### src/rtl/operand_fetch_pkg.sv
// operand_fetch_pkg: shared widths and constants for the operand fetch stage
package operand_fetch_pkg;
    localparam int REGBUS     = 32;
    localparam int REGADDRBUS = 5;
    localparam logic [REGBUS-1:0]     ZEROWORD     = '0;
    localparam logic [REGADDRBUS-1:0] ZERO_REG     = '0;
    localparam logic                  READ_ENABLE  = 1'b1;
    localparam logic                  WRITE_ENABLE = 1'b1;
endpackage

### src/rtl/operand_fetch_fwd_sel.sv
// operand_fetch_fwd_sel: per-operand source select; EX beats MEM beats regfile, loads in EX raise a hazard
module operand_fetch_fwd_sel
    import operand_fetch_pkg::*;
#(
    parameter int DW = REGBUS,
    parameter int AW = REGADDRBUS
) (
    input  logic          i_re,
    input  logic [AW-1:0] i_raddr,
    input  logic [DW-1:0] i_rf_rdata,
    input  logic          i_ex_we,
    input  logic [AW-1:0] i_ex_waddr,
    input  logic [DW-1:0] i_ex_wdata,
    input  logic          i_ex_is_load,
    input  logic          i_mem_we,
    input  logic [AW-1:0] i_mem_waddr,
    input  logic [DW-1:0] i_mem_wdata,
    output logic [DW-1:0] o_data,
    output logic          o_hazard
);
    logic w_live, w_ex_hit, w_mem_hit;

    assign w_live    = i_re == READ_ENABLE && i_raddr != AW'(ZERO_REG);
    assign w_ex_hit  = w_live && i_ex_we == WRITE_ENABLE && i_ex_waddr == i_raddr;
    assign w_mem_hit = w_live && i_mem_we == WRITE_ENABLE && i_mem_waddr == i_raddr;

    always_comb begin
        o_hazard = w_ex_hit && i_ex_is_load;
        o_data   = !w_live   ? DW'(ZEROWORD) :
                   w_ex_hit  ? (i_ex_is_load ? DW'(ZEROWORD) : i_ex_wdata) :
                   w_mem_hit ? i_mem_wdata : i_rf_rdata;
    end
endmodule

### src/rtl/operand_fetch.sv
// operand_fetch: drives regfile reads, resolves forwarding/load-use stalls, and registers
// the operand pair into the ID/EX boundary with a valid/ready handshake.
module operand_fetch
    import operand_fetch_pkg::*;
#(
    parameter int DW = REGBUS,
    parameter int AW = REGADDRBUS,
    parameter int CW = 16
) (
    input  logic          clk,
    input  logic          rst,
    input  logic          flush,
    input  logic          id_valid,
    output logic          id_ready,
    input  logic          id_re1,
    input  logic          id_re2,
    input  logic [AW-1:0] id_raddr1,
    input  logic [AW-1:0] id_raddr2,
    output logic          rf_re1,
    output logic          rf_re2,
    output logic [AW-1:0] rf_raddr1,
    output logic [AW-1:0] rf_raddr2,
    input  logic [DW-1:0] rf_rdata1,
    input  logic [DW-1:0] rf_rdata2,
    input  logic          ex_we,
    input  logic [AW-1:0] ex_waddr,
    input  logic [DW-1:0] ex_wdata,
    input  logic          ex_is_load,
    input  logic          mem_we,
    input  logic [AW-1:0] mem_waddr,
    input  logic [DW-1:0] mem_wdata,
    output logic          out_valid,
    input  logic          out_ready,
    output logic [DW-1:0] opa,
    output logic [DW-1:0] opb,
    output logic [CW-1:0] stall_cnt
);
    logic          r_valid;
    logic [DW-1:0] r_opa, r_opb;
    logic [CW-1:0] r_stall_cnt;
    logic [DW-1:0] w_sel1, w_sel2;
    logic          w_haz1, w_haz2, w_hazard, w_accept;

    assign rf_re1    = id_valid && id_re1;
    assign rf_re2    = id_valid && id_re2;
    assign rf_raddr1 = id_raddr1;
    assign rf_raddr2 = id_raddr2;

    operand_fetch_fwd_sel #(.DW(DW), .AW(AW)) u_sel1 (
        .i_re(id_re1), .i_raddr(id_raddr1), .i_rf_rdata(rf_rdata1),
        .i_ex_we(ex_we), .i_ex_waddr(ex_waddr), .i_ex_wdata(ex_wdata), .i_ex_is_load(ex_is_load),
        .i_mem_we(mem_we), .i_mem_waddr(mem_waddr), .i_mem_wdata(mem_wdata),
        .o_data(w_sel1), .o_hazard(w_haz1)
    );

    operand_fetch_fwd_sel #(.DW(DW), .AW(AW)) u_sel2 (
        .i_re(id_re2), .i_raddr(id_raddr2), .i_rf_rdata(rf_rdata2),
        .i_ex_we(ex_we), .i_ex_waddr(ex_waddr), .i_ex_wdata(ex_wdata), .i_ex_is_load(ex_is_load),
        .i_mem_we(mem_we), .i_mem_waddr(mem_waddr), .i_mem_wdata(mem_wdata),
        .o_data(w_sel2), .o_hazard(w_haz2)
    );

    assign w_hazard = id_valid && (w_haz1 || w_haz2);
    assign id_ready = !rst && !flush && !w_hazard && (!r_valid || out_ready);
    assign w_accept = id_valid && id_ready;

    always_ff @(posedge clk) begin
        if (rst) begin
            r_valid     <= 1'b0;
            r_opa       <= '0;
            r_opb       <= '0;
            r_stall_cnt <= '0;
        end else begin
            if (flush) begin
                r_valid <= 1'b0;
            end else if (w_accept) begin
                r_valid <= 1'b1;
                r_opa   <= w_sel1;
                r_opb   <= w_sel2;
            end else if (out_ready) begin
                r_valid <= 1'b0;
            end
            // saturate rather than wrap so long stalls never read as short ones
            if (w_hazard && !flush && r_stall_cnt != '1)
                r_stall_cnt <= r_stall_cnt + 1'b1;
        end
    end

    assign out_valid = r_valid;
    assign opa       = r_opa;
    assign opb       = r_opb;
    assign stall_cnt = r_stall_cnt;
endmodule

### config.mk
export PLATFORM = sky130hd
export DESIGN_NAME = operand_fetch
export DESIGN_NICKNAME = d
export VERILOG_FILES = /design/src/rtl/operand_fetch_pkg.sv /design/src/rtl/operand_fetch_fwd_sel.sv /design/src/rtl/operand_fetch.sv
export SDC_FILE = /design/constraint.sdc
export NUM_CORES = 1
export LEC_CHECK = 0
export BUFFER_PORTS_ARGS = -buffer_cell sky130_fd_sc_hd__buf_4
export CORE_ASPECT_RATIO = 0.75
export CORE_MARGIN = 2
export CORE_UTILIZATION = 51
export CTS_CLUSTER_DIAMETER = 80
export CTS_CLUSTER_SIZE = 12
export DETAILED_ROUTE_END_ITERATION = 10
export PLACE_DENSITY = 0.9
export SYNTH_ARGS = -nofsm -noshare
export SYNTH_HDL_FRONTEND = slang
export SYNTH_SLANG_ARGS = --single-unit
export TNS_END_PERCENT = 30
### constraint.sdc
create_clock -name clk -period 2.95 [get_ports clk]
set_input_delay 0.1475 -clock clk [delete_from_list [all_inputs] [get_ports clk]]
set_output_delay 0.1475 -clock clk [all_outputs]
set_load 0.005 [all_outputs]
==> results of run 1 <==
-- metrics by stage --
| step | hold slack [ns] | util, % | instance area [sq um] | total power [uW] | std cells |
|---|---|---|---|---|---|
| final | 0.119 | 75.1 | 7310 | 2720 | 959 |
| after CTS | 0.110 | 75.1 | 7310 | 2720 | 959 |
| after global routing | 0.137 | 75.1 | 7310 | 2820 | 959 |
| after detailed placement | 0.443 | 72.2 | 7030 | 1680 | 943 |
| after global placement | 0.433 | 72.2 | 7030 | 1670 | 943 |
| after floorplan | 0.322 | - | 5160 | 1380 | 607 |
-- metal layers --
layer  share of wire [%]  wire length (um)  vias up
met5                   0                 0        -
met4                 3.0               575        0
met3                  10              1990       64
met2                  48              9330      422
li1                    -                 -     2632
met1                  38              7420     2746
-- state kept, by name (all words and copies together) (netlist names) --
signal	flops
opa	32
opb	32
stall_cnt	16
out_valid	1
-- tightest hold or removal path, delay by kind of cell --
kind                   cells  cell delay [ns]
AOI/OAI and AO/OA          1             0.10
buffers and inverters      1             0.09
and+or+nand+nor            1             0.06
-- power breakdown --
group          switching, uW  internal [uW]  total (uW)  leakage [uW]
combinational            235            288         523       0.00251
sequential              20.2           1130        1150      0.000657
clock                    455            595        1050      0.000143
-- cell usage after synthesis, types with 5 or more instances --
library cell | n | area share [%]
o21ai_0 | 39 | 3.8
dfxtp_1 | 81 | 31
buf_2 | 10 | 0.97
nand2b_1 | 65 | 7.9
nand2_1 | 81 | 5.9
a221o_1 | 32 | 6.2
buf_4 | 10 | 1.5
mux2i_1 | 65 | 13
nor2b_1 | 6 | 0.73
a32oi_1 | 32 | 5.4
clkbuf_1 | 35 | 2.5
xor2_1 | 5 | 0.85
a21o_1 | 32 | 4.7
a21oi_1 | 9 | 0.87
nand3_1 | 13 | 1.3
or4_1 | 7 | 1.0
xnor2_1 | 18 | 3.1
nor2_1 | 13 | 0.95
-- kinds of logic (layout without fill, tap and decap cells) --
group | after synthesis | count (layout)
mux | 67 | 67
compound gates | 158 | 158
fa+ha+maj | 1 | 1
xor+xnor | 23 | 23
simple gates | 214 | 214
flops | 81 | 81
buf+inv | 63 | 283
-- layout by cell type, fill, tap and decap left out, types with 3 or more instances in the layout --
| master | Yosys | routed |
|---|---|---|
| nand2b_1 | 65 | 65 |
| nand4_1 | 4 | 4 |
| inv_1 | 4 | 4 |
| a221o_1 | 32 | 32 |
| nand2_1 | 81 | 81 |
| clkbuf_16 | 0 | 9 |
| a21o_1 | 32 | 32 |
| nand3_1 | 13 | 13 |
| a21oi_1 | 9 | 8 |
| dfxtp_1 | 81 | 81 |
| clkinv_2 | 0 | 3 |
| nor2b_1 | 6 | 6 |
| xor2_1 | 5 | 5 |
| buf_4 | 10 | 263 |
| or3_1 | 4 | 4 |
| a32oi_1 | 32 | 32 |
| or4_1 | 7 | 7 |
| nor2_1 | 13 | 13 |
| and2_1 | 3 | 3 |
| o21ai_0 | 39 | 39 |
| mux2i_1 | 65 | 65 |
| xnor2_1 | 18 | 18 |
-- final timing paths --
path                     start   endpoint  slack (ns)
hold reg to reg         opb[7]     opb[7]        0.46
hold / removal           flush  out_valid        0.12
setup / recovery  mem_waddr[4]     opa[7]        0.77
setup reg to reg     out_valid    opb[15]        0.78
-- layout make-up --
class	instances	area, sq um
Fill cell	713	2420
Multi-Input combinational cell	463	3250
Sequential cell	81	1620
Tap cell	132	165
Inverter	4	15.0
Clock inverter	6	41.3
Timing Repair Buffer	263	1970
Clock buffer	10	239
==> run metrics, run 1 <==
status=completed; worst min path class=in2reg; pwr dens=372 nW/um^2; later-pin clock latency in the skew report=0.33 ns; Vias per Instance=6.11; number of inserted diodes=0; DIE HEIGHT=91.1 um; Congestion Overflow GR=0; postcts setup bufs=0; via count=5864; Worst Path Arrival=2.43 ns; Data required, critical path=3.20 ns; CP delay by family, top=simple AND/OR/NAND/NOR gates; worst slew pin tran=0.991 ns; Die Wd=120 um; Initial Util=53.0%; share of layout cells above drive strength 1=35.8%; maximum number of pins on one net before global-route repair=55; met3 Usage GRT=6.97%; area of the core=9740 sq um; max cap viols=0; Most Crowded Layer GR=met2; dpl ws=0.465 ns; Adder-Cell Fraction of Synth Area=0.243%; slowest stage cell, crit path=nor3_4; CTS Sinks=81; Post-CTS Resized=0; worst reg2reg path depth=7; cell area after synthesis=5160 sq um; # H-tree levels=3; Total Routing Usage GR=33.9%; leakage power=0.00331 uW; XOR/XNOR Fraction of Synth Area=3.91%; RSZ-0062 raised after global routing=no; Final Hold Vio Count=0; critical-path maximum fanout=22; met2 Usage GRT=57.5%; Seq cells post-synth=81; Worst-path clk slew=0.06 ns; maximum clock frequency=458 MHz; TritonCTS clock tree=built; simple-gate portion of the synthesized area=21.7%; Post-synth ARST share=0%; worst setup margin=0.769 ns; Initial DRT Pass Iterations=5; final wirelength=19300 um; Mean Syn Cell Area=8.50 sq um; register area share after synthesis=31.4%; site row count=31; Post-Synthesis Cells=607; vias in the first global route=5825; drt first-iter violations=551; root buf cell=clkbuf_16; multiplexer share of the synthesized area=13.1%; most frequently used flop master after synthesis=dfxtp_1; library cells used by synthesis=50; cts hold-fix bufs=0; Port Buf Inserts=251; first-pass GRT wire length=29500 um; main combinational cell family by area after synthesis=compound AO/OA/AOI/OAI gates; Post-DP HPWL=14000 um; Remaining DRCs=0; TritonCTS Buffers=9; maximum clock path buffer count=2; Setup Skew=0.0133 ns; crit path cell chain=buf_4 -> xnor2_1 -> nand4_1 -> nor3_4 -> buf_4 -> mux2i_1 -> a221o_1 -> mux2i_1; met1 usage=42.1%; Routed Antenna Nets=0; WL/cell=20.1 um; Layout area overhead=41.8%; syn_nets=766; Buf+Inv Stages, Crit Path=2; final net count=981; WP depth=8; EDFF count, synth=0; Max Slew Vio Count=0; final setup vio count=0; CP Launch Type=input port; GPL Wtd Cong=1.02; VDD IR-drop max=0.349 mV; Synth Area in Compound Gates=23.5%; crit path time final=2.18 ns; Setup CP Type=in2reg; slowest stage delay, CP=0.65 ns; crit end category=flop; die area=10900 sq um; IO Count=252; Max-Slew Margin vs Limit=33.8%; hold depth=3; Final Cycle Share=73.9%; Synth warnings=0; setup_tns=0 ns; initial antenna violation count=0
No activity file was read; power rests on OpenSTA's default activity.
==> inputs of run 2 (changes only) <==
--- a/config.mk
+++ b/config.mk
@@ -8,11 +8,11 @@
 export BUFFER_PORTS_ARGS = -buffer_cell sky130_fd_sc_hd__buf_4
 export CORE_ASPECT_RATIO = 0.75
 export CORE_MARGIN = 2
-export CORE_UTILIZATION = 51
+export CORE_UTILIZATION = 47
 export CTS_CLUSTER_DIAMETER = 80
 export CTS_CLUSTER_SIZE = 12
 export DETAILED_ROUTE_END_ITERATION = 10
-export PLACE_DENSITY = 0.9
+export PLACE_DENSITY = 0.84
 export SYNTH_ARGS = -nofsm -noshare
 export SYNTH_HDL_FRONTEND = slang
 export SYNTH_SLANG_ARGS = --single-unit
==> constraint.sdc (replaced) <==
create_clock -name clk -period 2.26 [get_ports clk]
set_input_delay 0.113 -clock clk [delete_from_list [all_inputs] [get_ports clk]]
set_output_delay 0.113 -clock clk [all_outputs]
set_load 0.005 [all_outputs]
==> run 2 against run 1 <==
Flip-flop and latch count did not move. Final area grew 3.0%. Non-clock buffer count up 9. Count of clock-buffer cells in the layout increased by 1. Clock skew shrank 0.0075 ns. Final cell count is 1.8% higher. Die area is 8.2% higher. Critical path depth did not move. Setup slack worse by 0.53 ns. Total power is 43% higher. Sequential power up 30%. Core utilization decreased by 5.5 points.
==> run metrics, run 2 (synthesis results as in run 1) <==
crit path time final=2.02 ns; RSZ-0062 raised after global routing=no; maximum clock path buffer count=2 (unchanged); area of the core=10800 sq um (+11%); TritonCTS clock tree=built; VDD IR-drop max=0.368 mV (+5.3%); worst min path class=in2reg; Post-CTS Resized=0 (unchanged); first-pass GRT wire length=28000 um (-4.9%); Total Routing Usage GR=29.4% (-4.4 points); metal3 WL=1900 um (-4.4%); Final Hold Vio Count=0 (unchanged); CP Launch Type=flop; r2r endpoint=stall_cnt[5]; worst reg2reg path depth=8 (+1); leakage power=0.00340 uW (+2.7%); initial antenna violation count=0 (unchanged); worst slew pin tran=0.967 ns (-0.0242 ns); DIE HEIGHT=94.7 um (+4.0%); Post-DP HPWL=13700 um (-2.1%); Max Slew Vio Count=0 (unchanged); Layout area overhead=46.0%; later-pin clock latency in the skew report=0.34 ns (about the same); placed cell area=7180 sq um (+2.2%); Metal-1 WL=7210 um (-2.8%); WL/cell=18.8 um (-6.4%); final net count=990 (+0.92%); # H-tree levels=3 (unchanged); status=completed; Max-Slew Margin vs Limit=35.2% (+1.4 points); CTS Sinks=81 (unchanged); flop2flop setup slack=0.24 ns (-0.54 ns); top sig layer=met4; final setup vio count=0 (unchanged); Setup Skew=0.00577 ns (-0.00753 ns); final non-filler cell area=7530 sq um (+3.0%); crit end category=flop; Worst-path clk slew=0.06 ns (about the same); critical-path maximum fanout=9 (-59%); TritonCTS Buffers=9 (unchanged); Setup CP Type=reg2reg; Die Wd=125 um (+4.0%); cts hold-fix bufs=0 (unchanged); Port Buf Inserts=251 (unchanged); RR Startpoint=stall_cnt[0]; GPL Wtd Cong=0.898 (-12%); share of layout cells above drive strength 1=36.4% (+0.57 points); final wirelength=18400 um (-4.7%); via count=5789 (-1.3%); Setup crit start=stall_cnt[0]; most common cell after layout, fill and taps aside=buf_4; number of inserted diodes=0 (unchanged); crit path capture=stall_cnt[5]; die area=11800 sq um (+8.2%); Remaining DRCs=0 (unchanged); Final Cycle Share=89.3%; drt first-iter violations=364 (-34%); Worst Path Arrival=2.30 ns (-0.13 ns); pwr dens=515 nW/um^2 (+39%); setup_tns=0 ns (unchanged); Data required, critical path=2.54 ns (-0.66 ns); site row count=33 (+6.5%); Congestion Overflow GR=0 (unchanged); Initial Util=47.7% (-5.3 points); hold_sp=flush; Initial DRT Pass Iterations=5 (unchanged); postcts setup bufs=0 (unchanged); Vias per Instance=5.93 (-3.0%); FILL cells=867 (+22%); hold depth=3 (unchanged); IO Count=252 (unchanged); vias in the first global route=5527 (-5.1%); met2 WL=8840 um (-5.3%); max cap viols=0 (unchanged); maximum clock frequency=495 MHz; Routed Antenna Nets=0 (unchanged); root buf cell=clkbuf_16; fin util=69.6% (-5.5 points); maximum number of pins on one net before global-route repair=55 (unchanged); most frequent cells in the layout=buf_4, nand2_1, dfxtp_1
-- run 2: cell types whose count changed in the layout (fill, tap and decap cells not counted), sizes merged --
| cell | change |
|---|---|
| buf | +9 |
| bufinv | +3 |
| clkbuf | +1 |
| clkinv | -4 |
| clkinvlp | +1 |
| inv | -1 |
-- run 2: where the power goes --
group	switching (uW)	total, uW	internal [uW]
Clock	586	1690	1110
Combinational	300	688	388
Sequential	27.2	1500	1470
-- run 2: worst min-delay path by stage --
stage	end	slack, ns
CTS	out_valid	0.08
detailed placement	rf_raddr2[3]	0.44
finish	out_valid	0.09
global route	out_valid	0.08
floorplan	out_valid	0.29
global placement	out_valid	0.43
-- run 2: per-layer routing --
layer  GRT usage, %  vias to the layer above
met4           10.1                        0
li1               -                     2645
met3           8.90                       49
met2           50.1                      373
met5              0                        -
met1           35.8                     2722
-- run 2: layout make-up --
cell class | count | area, sq um | share of cell area (%)
Clock inverter | 5 | 103 | 1.36
Tap cell | 140 | 175 | 2.33
Inverter | 4 | 15.0 | 0.199
Multi-Input combinational cell | 463 | 3250 | 43.2
Clock buffer | 11 | 243 | 3.22
Timing Repair Buffer | 272 | 2120 | 28.1
Sequential cell | 81 | 1620 | 21.5
-- run 2: worst max-delay path: stages, from the launching register on --
cell      delay [ns]
dfxtp_1         0.38
ha_1            0.28
nand2_1         0.09
nor3_1          0.06
a21boi_2        0.30
o21ai_4         0.13
buf_4           0.19
or4_1           0.46
nand2_1         0.07
-- run 2: through the flow --
| step | hold WS [ns] | std cells | total power [uW] | setup WS, ns |
|---|---|---|---|---|
| after detailed placement | 0.435 | 960 | 2210 | 0.127 |
| after CTS | 0.0800 | 976 | 3900 | 0.261 |
| after global routing | 0.0813 | 976 | 4020 | 0.119 |
| final | 0.0906 | 976 | 3880 | 0.241 |
| after global placement | 0.429 | 960 | 2190 | 0.189 |
| after floorplan | 0.288 | 607 | 1800 | 0.427 |
